==> src/rtl/part_select_accum_pkg.sv <==
// Field-insertion types and the bit-merge helper used by the accumulator.
// Widths are fixed maxima here; instances zero-extend into them and truncate back.
package part_sel_pkg;

   localparam int PS_MAX_W     = 64;
   localparam int PS_MAX_FIELD = 16;
   localparam int PS_MAX_IDX   = 24;
   localparam int PS_POS_W     = $clog2(PS_MAX_W);
   localparam int PS_DI_W      = $clog2(PS_MAX_FIELD);

   typedef enum logic {PS_ASC, PS_DESC} ps_mode_e;

   typedef struct packed {
      ps_mode_e                mode;
      logic [PS_MAX_IDX-1:0]   idx;
      logic [PS_MAX_FIELD-1:0] data;
   } ps_req_t;

   typedef struct packed {
      logic [PS_MAX_W-1:0] value;
      logic                clip;
   } ps_ins_t;

   // Bits landing outside [width-1:0], including negative positions, are dropped and flagged.
   function automatic ps_ins_t ps_insert(input logic [PS_MAX_W-1:0] t, input ps_req_t req,
                                         input int width, input int field_w);
      ps_ins_t r;
      int      pos;
      int      di;
      r.value = t;
      r.clip  = 1'b0;
      for (int k = 0; k < PS_MAX_FIELD; k++) begin
         if (k < field_w) begin
            if (req.mode == PS_ASC) begin
               pos = int'(req.idx) + k;
               di  = k;
            end else begin
               pos = int'(req.idx) - k;
               di  = field_w - 1 - k;
            end
            if (pos >= 0 && pos < width)
               r.value[pos[PS_POS_W-1:0]] = req.data[di[PS_DI_W-1:0]];
            else
               r.clip = 1'b1;
         end
      end
      return r;
   endfunction

endpackage

==> src/rtl/part_select_accum_req_fifo.sv <==
// Request FIFO: registered pointers, head visible combinationally (0-cycle read).
// Caller must not push when full or pop when empty; flush empties it in one edge.
module ps_req_fifo #(
   parameter  int DW    = 8,
   parameter  int DEPTH = 4,
   localparam int AW    = $clog2(DEPTH),
   localparam int CW    = AW + 1
) (
   input  logic          clk,
   input  logic          rst_n,
   input  logic          push,
   input  logic          pop,
   input  logic          flush,
   input  logic [DW-1:0] din,
   output logic [DW-1:0] dout,
   output logic [CW-1:0] count,
   output logic          full,
   output logic          empty
);

   logic [DW-1:0] mem [DEPTH];
   logic [AW-1:0] wr_ptr;
   logic [AW-1:0] rd_ptr;

   assign dout  = mem[rd_ptr];
   assign full  = (count == CW'(DEPTH));
   assign empty = (count == '0);

   always_ff @(posedge clk) begin
      if (push && !flush)
         mem[wr_ptr] <= din;
   end

   always_ff @(posedge clk or negedge rst_n) begin
      if (!rst_n) begin
         wr_ptr <= '0;
         rd_ptr <= '0;
         count  <= '0;
      end else if (flush) begin
         wr_ptr <= '0;
         rd_ptr <= '0;
         count  <= '0;
      end else begin
         if (push)
            wr_ptr <= wr_ptr + AW'(1);
         if (pop)
            rd_ptr <= rd_ptr + AW'(1);
         case ({push, pop})
            2'b10:   count <= count + CW'(1);
            2'b01:   count <= count - CW'(1);
            default: count <= count;
         endcase
      end
   end

endmodule

==> src/rtl/part_select_accum.sv <==
// Counter/register with queued indexed field writes; a queued write lands one edge after acceptance at the earliest.
// req_ready drops when the FIFO is full or sync_clr is high; apply_en stalls the head.
module part_select_accum
   import part_sel_pkg::*;
#(
   parameter int WIDTH   = 32,
   parameter int FIELD_W = 2,
   parameter int BASE_W  = 5,
   parameter int SCALE_W = 1,
   parameter int DEPTH   = 4
) (
   input  logic                       clk,
   input  logic                       rst_n,
   input  logic                       cnt_en,
   input  logic                       apply_en,
   input  logic                       sync_clr,
   input  logic                       req_valid,
   output logic                       req_ready,
   input  logic                       req_desc,
   input  logic [BASE_W-1:0]          req_base,
   input  logic [SCALE_W-1:0]         req_scale,
   input  logic [FIELD_W-1:0]         req_data,
   output logic [WIDTH-1:0]           dout,
   output logic                       clip,
   output logic [$clog2(DEPTH):0]     fifo_count
);

   localparam int IDX_W = BASE_W + SCALE_W;
   localparam int DW    = 1 + IDX_W + FIELD_W;

   logic             full;
   logic             empty;
   logic             push;
   logic             pop;
   logic [IDX_W-1:0] req_idx;
   logic [DW-1:0]    wr_dat;
   logic [DW-1:0]    rd_dat;
   ps_req_t          head;
   ps_ins_t          ins;
   logic [WIDTH-1:0] t;
   logic [WIDTH-1:0] nxt_dout;
   logic             nxt_clip;

   // Index is computed at enqueue so the FIFO holds the full-precision product.
   assign req_idx   = IDX_W'(req_base) * IDX_W'(req_scale);
   assign req_ready = ~full & ~sync_clr;
   assign push      = req_valid & req_ready;
   assign pop       = apply_en & ~empty & ~sync_clr;
   assign wr_dat    = {req_desc, req_idx, req_data};

   ps_req_fifo #(.DW(DW), .DEPTH(DEPTH)) u_fifo (
      .clk   (clk),
      .rst_n (rst_n),
      .push  (push),
      .pop   (pop),
      .flush (sync_clr),
      .din   (wr_dat),
      .dout  (rd_dat),
      .count (fifo_count),
      .full  (full),
      .empty (empty)
   );

   always_comb begin
      head      = '0;
      head.mode = rd_dat[DW-1] ? PS_DESC : PS_ASC;
      head.idx  = PS_MAX_IDX'(rd_dat[FIELD_W +: IDX_W]);
      head.data = PS_MAX_FIELD'(rd_dat[FIELD_W-1:0]);
   end

   // Increment first, then the popped field overwrites the incremented value.
   assign t        = cnt_en ? dout + WIDTH'(1) : dout;
   assign ins      = ps_insert(PS_MAX_W'(t), head, WIDTH, FIELD_W);
   assign nxt_dout = pop ? WIDTH'(ins.value) : t;
   assign nxt_clip = pop & ins.clip;

   always_ff @(posedge clk or negedge rst_n) begin
      if (!rst_n) begin
         dout <= '0;
         clip <= 1'b0;
      end else if (sync_clr) begin
         dout <= '0;
         clip <= 1'b0;
      end else begin
         dout <= nxt_dout;
         clip <= nxt_clip;
      end
   end

endmodule

==> config.mk <==
export PLATFORM = sky130hd
export DESIGN_NAME = part_select_accum
export DESIGN_NICKNAME = d
export VERILOG_FILES = /design/src/rtl/part_select_accum_pkg.sv /design/src/rtl/part_select_accum_req_fifo.sv /design/src/rtl/part_select_accum.sv
export SDC_FILE = /design/constraint.sdc
export NUM_CORES = 1
export LEC_CHECK = 0
export BUFFER_PORTS_ARGS = -buffer_cell sky130_fd_sc_hd__buf_2
export CAP_MARGIN = 5
export CORE_MARGIN = 8
export CORE_UTILIZATION = 32
export CTS_CLUSTER_DIAMETER = 80
export DETAILED_ROUTE_END_ITERATION = 12
export GPL_ROUTABILITY_DRIVEN = 0
export GPL_TIMING_DRIVEN = 0
export PLACE_DENSITY = 0.6
export SLEW_MARGIN = 20
export SYNTH_ARGS = -nofsm -noshare
export SYNTH_HDL_FRONTEND = slang
export SYNTH_SLANG_ARGS = --single-unit
==> constraint.sdc <==
create_clock -name clk -period 3.3 [get_ports clk]
set_input_delay 0 -clock clk [delete_from_list [all_inputs] [get_ports clk]]
set_output_delay 0 -clock clk [all_outputs]
set_load 0.03 [all_outputs]
==> results.toml <==
[status]
run_status = "finished clean"

[timing]
hold_viol_final = 0
layout_worst_path_cycle_share_pct = 98.8
max_slew_margin_pct = 35.9
postLayoutSetupSlackWorst_ps = 39.9
setup-violations-final = 0
fmax_mhz = 307
final_period_minus_worst_setup_slack_ps = 3260
timing_worst_slew_pin_value_ps = 961
finalMaxSlewViolations = 0
grt_setup_unrepaired = "yes"
tns_ps = 0
finalHoldWorstSlack_ps = 4.82
fin_worst_skew_ps = 3.59

[place]
detailedPlace.worstSlack_ps = -516
place_hpwl_um = 11000
io_buffers = 50
dpl.cell_count = 720
post_dp_cell_area_um2 = 5350

[detailed_routing]
postRouteAntennaNets = 0
route.vias.total = 4269
detailedRoute.firstPassIterationCount = 5
route.final.wire_length_um = 15000
detail_route.wl_per_cell_um = 19.8
avgViaCountPerCell = 5.66
drt_drc_violations_left = 0
first_drt_iteration_drcs = 429

[clock_tree]
numCtsBuffers = 9
clk-insertion-delay-late_ps = 350
cts_buffer_depth = 2
clockRootBuffer = "sky130_fd_sc_hd__clkbuf_16"
clk_transition_reported_paths_ps = 60
ctsHtreeMaxLevel = 3
cts_tree = "built"
cts_sink_count = 72

[yosys]
synth-seq-cells = 72
synth_nets = 505
synthDominantCellAreaShare_pct = 20.6
synth_area_um2 = 4860
synth_warnings = 0
syn_inst = 482
top_cells_by_area_synth = "sky130_fd_sc_hd__dfrtp_1 21%, sky130_fd_sc_hd__edfxtp_1 20%, sky130_fd_sc_hd__mux2i_1 4.9%, sky130_fd_sc_hd__xnor2_1 4.3%, sky130_fd_sc_hd__nand2_1 4.2%"
dominantRegCellSynth = "sky130_fd_sc_hd__dfrtp_1"
synth_largest_area_cell = "sky130_fd_sc_hd__dfrtp_1"
synth_seq_area_share_pct = 40.4
postSynth.asyncResetShare_pct = 55.6
synth.lib_cells_used.distinct = 68
syn_avg_cell_area_um2 = 10.1
count_of_flip_flops_with_a_built_in_enable_after_synthesis = 32

[global_route]
globalRouteMet1Util_pct = 18.4
overall_global_routing_resource_usage_pct = 15.4
first_pass_grt_wire_length_um = 23300
antenna_violations_before_repair = 0
grt_pass1_vias = 4356
global_route.usage.met3_pct = 4.00
groute.layer.met2.usage_pct = 25.4
gr-total-overflow = 0
globalRoute.busiestLayer = "met2"
grt_start_max_net_pins = 41

[floorplanning]
initial_utilization_pct = 32.3
count_of_standard_cell_rows = 45
die_width_um = 139
die_h_um = 139
top_level_ports = 52
core_um2 = 15000
dieArea_um2 = 19400

[setup_path]
cp_data_arrival_time_ps = 3480
worstSetupStartpointType = "flop"
crit_required_ps = 3520
worst-setup-path-type = "flop to flop"
crit_path_max_fanout = 5
setup.worst_path.end_class = "flop"

[run]
max_cap_viol_count = 0

[final_layout]
layout.core_utilization_pct = 39.7
layout.cells.non_filler = 754
final_layout_size_suffix_gt1_share_pct = 24.6
final_nets = 584
area.growth.synth_to_final_pct = 22.9
insertedDiodeCount = 0
mostFrequentLayoutCells = "56 x sky130_fd_sc_hd__buf_2, 51 x sky130_fd_sc_hd__nand2_1, 39 x sky130_fd_sc_hd__dfrtp_1"
fin_area_um2 = 5970
mostFrequentLayoutCell = "sky130_fd_sc_hd__buf_2"

[hold_path]
min_path_type = "input pin to flop"

[power]
p_leak_nw = 2.33
post-layout-total-power_mw = 4.33
cellPowerDensity_nw_per_um2 = 726
power.ir.vdd_worst_v = 0.000369
what timing repair did:
| item | 4_1_cts | 5_1_grt |
|---|---|---|
| resized for setup | 13 | 23 |
| hold buffers | 5 | 0 |
| cloned | 1 | 2 |
| endpoints found under the setup margin | 32 | 25 |
| pin swaps | 1 | 11 |
| hold endpoints to repair | 53 | 0 |
| buffers inserted | 5 | 5 |
sequential cells by signal (all words and copies together), names as in the netlist:
register and count:
clip 1, dout 32, u_fifo.count 3, u_fifo.mem 32, u_fifo.rd_ptr 2, u_fifo.wr_ptr 2
critical path, stage by stage, from the launching register on:
cell                         delay (ps)
sky130_fd_sc_hd__dfrtp_1            390
sky130_fd_sc_hd__buf_6              140
sky130_fd_sc_hd__mux4_2             350
sky130_fd_sc_hd__buf_6              130
sky130_fd_sc_hd__clkinvlp_4         140
sky130_fd_sc_hd__ha_4               210
sky130_fd_sc_hd__nor4b_2            160
sky130_fd_sc_hd__o21ba_2            210
sky130_fd_sc_hd__or3_4              360
sky130_fd_sc_hd__buf_6              130
sky130_fd_sc_hd__buf_4              130
sky130_fd_sc_hd__a21bo_4            240
sky130_fd_sc_hd__clkbuf_16          160
sky130_fd_sc_hd__a211oi_1           210
sky130_fd_sc_hd__o22ai_1            130
cell type report:
type / instances / area, µm²
Buffer: 29 / 175
Clock buffer: 10 / 229
Clock inverter: 6 / 116
Fill cell: 1459 / 9060
Inverter: 5 / 25.0
Multi-Input combinational cell: 376 / 2810
Sequential cell: 72 / 1960
Tap cell: 188 / 235
Timing Repair Buffer: 68 / 414
final timing paths:
kind                       depth (start not counted)               end              from  slack (ps)
setup reg to reg                                  14          dout[10]  u_fifo.rd_ptr[0]          40
min in group asynchronous                          2           dout[6]             rst_n         370
hold reg to reg                                    1  u_fifo.wr_ptr[0]  u_fifo.wr_ptr[0]         540
hold / removal                                     2  u_fifo.mem[1][6]       req_base[4]           5
setup / recovery                                  14          dout[10]  u_fifo.rd_ptr[0]          40
max in group asynchronous                          2  u_fifo.rd_ptr[1]             rst_n        2260
cell usage after synthesis (3+ instances only):
master	n
sky130_fd_sc_hd__o32ai_1	7
sky130_fd_sc_hd__nand3_1	16
sky130_fd_sc_hd__mux4_1	5
sky130_fd_sc_hd__mux2i_1	24
sky130_fd_sc_hd__o21ai_0	10
sky130_fd_sc_hd__o32a_1	3
sky130_fd_sc_hd__nor3_1	12
sky130_fd_sc_hd__buf_6	3
sky130_fd_sc_hd__o221ai_1	7
sky130_fd_sc_hd__a211oi_1	5
sky130_fd_sc_hd__nand4_1	11
sky130_fd_sc_hd__nand2_1	54
sky130_fd_sc_hd__o22ai_1	5
sky130_fd_sc_hd__or2_2	3
sky130_fd_sc_hd__o311ai_0	3
sky130_fd_sc_hd__clkbuf_1	17
sky130_fd_sc_hd__buf_4	3
sky130_fd_sc_hd__edfxtp_1	32
sky130_fd_sc_hd__xnor2_1	24
sky130_fd_sc_hd__and2_1	7
sky130_fd_sc_hd__nor4_1	4
sky130_fd_sc_hd__dfrtp_1	40
sky130_fd_sc_hd__a21oi_1	5
sky130_fd_sc_hd__o21bai_1	3
sky130_fd_sc_hd__ha_1	7
sky130_fd_sc_hd__o211ai_1	25
sky130_fd_sc_hd__and4_1	4
sky130_fd_sc_hd__xor2_1	15
sky130_fd_sc_hd__or3_1	14
sky130_fd_sc_hd__mux4_2	3
sky130_fd_sc_hd__nand2b_1	6
sky130_fd_sc_hd__and3_1	14
sky130_fd_sc_hd__mux2_2	7
sky130_fd_sc_hd__o21ai_1	3
sky130_fd_sc_hd__buf_2	6
sky130_fd_sc_hd__inv_1	5
sky130_fd_sc_hd__nor2_1	35
layer usage:
| metal | share of wire (%) | wire length [µm] | up-vias |
|---|---|---|---|
| met5 | 0 | 0 | - |
| met4 | 3.4 | 511 | 0 |
| met3 | 8.0 | 1200 | 40 |
| met2 | 47 | 7040 | 194 |
| met1 | 42 | 6220 | 2040 |
| li1 | - | - | 1995 |
power breakdown:
group	total, mW	leakage (nW)	internal [mW]	switching [mW]
Sequential	1.13	0.844	1.04	0.0973
Clock	1.14	0.167	0.744	0.397
Combinational	2.06	1.32	0.726	1.34
Total	4.33	2.33	2.51	1.83
kinds of logic (layout without fill, tap and decap cells):
| group | count (synthesis) | after routing | synth area share [%] |
|---|---|---|---|
| XOR/XNOR | 40 | 40 | 7.37 |
| adder cells (fa/ha/maj) | 8 | 8 | 2.21 |
| buffers and inverters | 34 | 118 | 3.48 |
| AO/OA/AOI/OAI | 94 | 94 | 15.1 |
| multiplexers | 39 | 39 | 10.7 |
| flip-flops | 72 | 72 | 40.4 |
| AND/OR/NAND/NOR | 195 | 195 | 20.8 |
No activity file was read; power rests on OpenSTA's default activity.
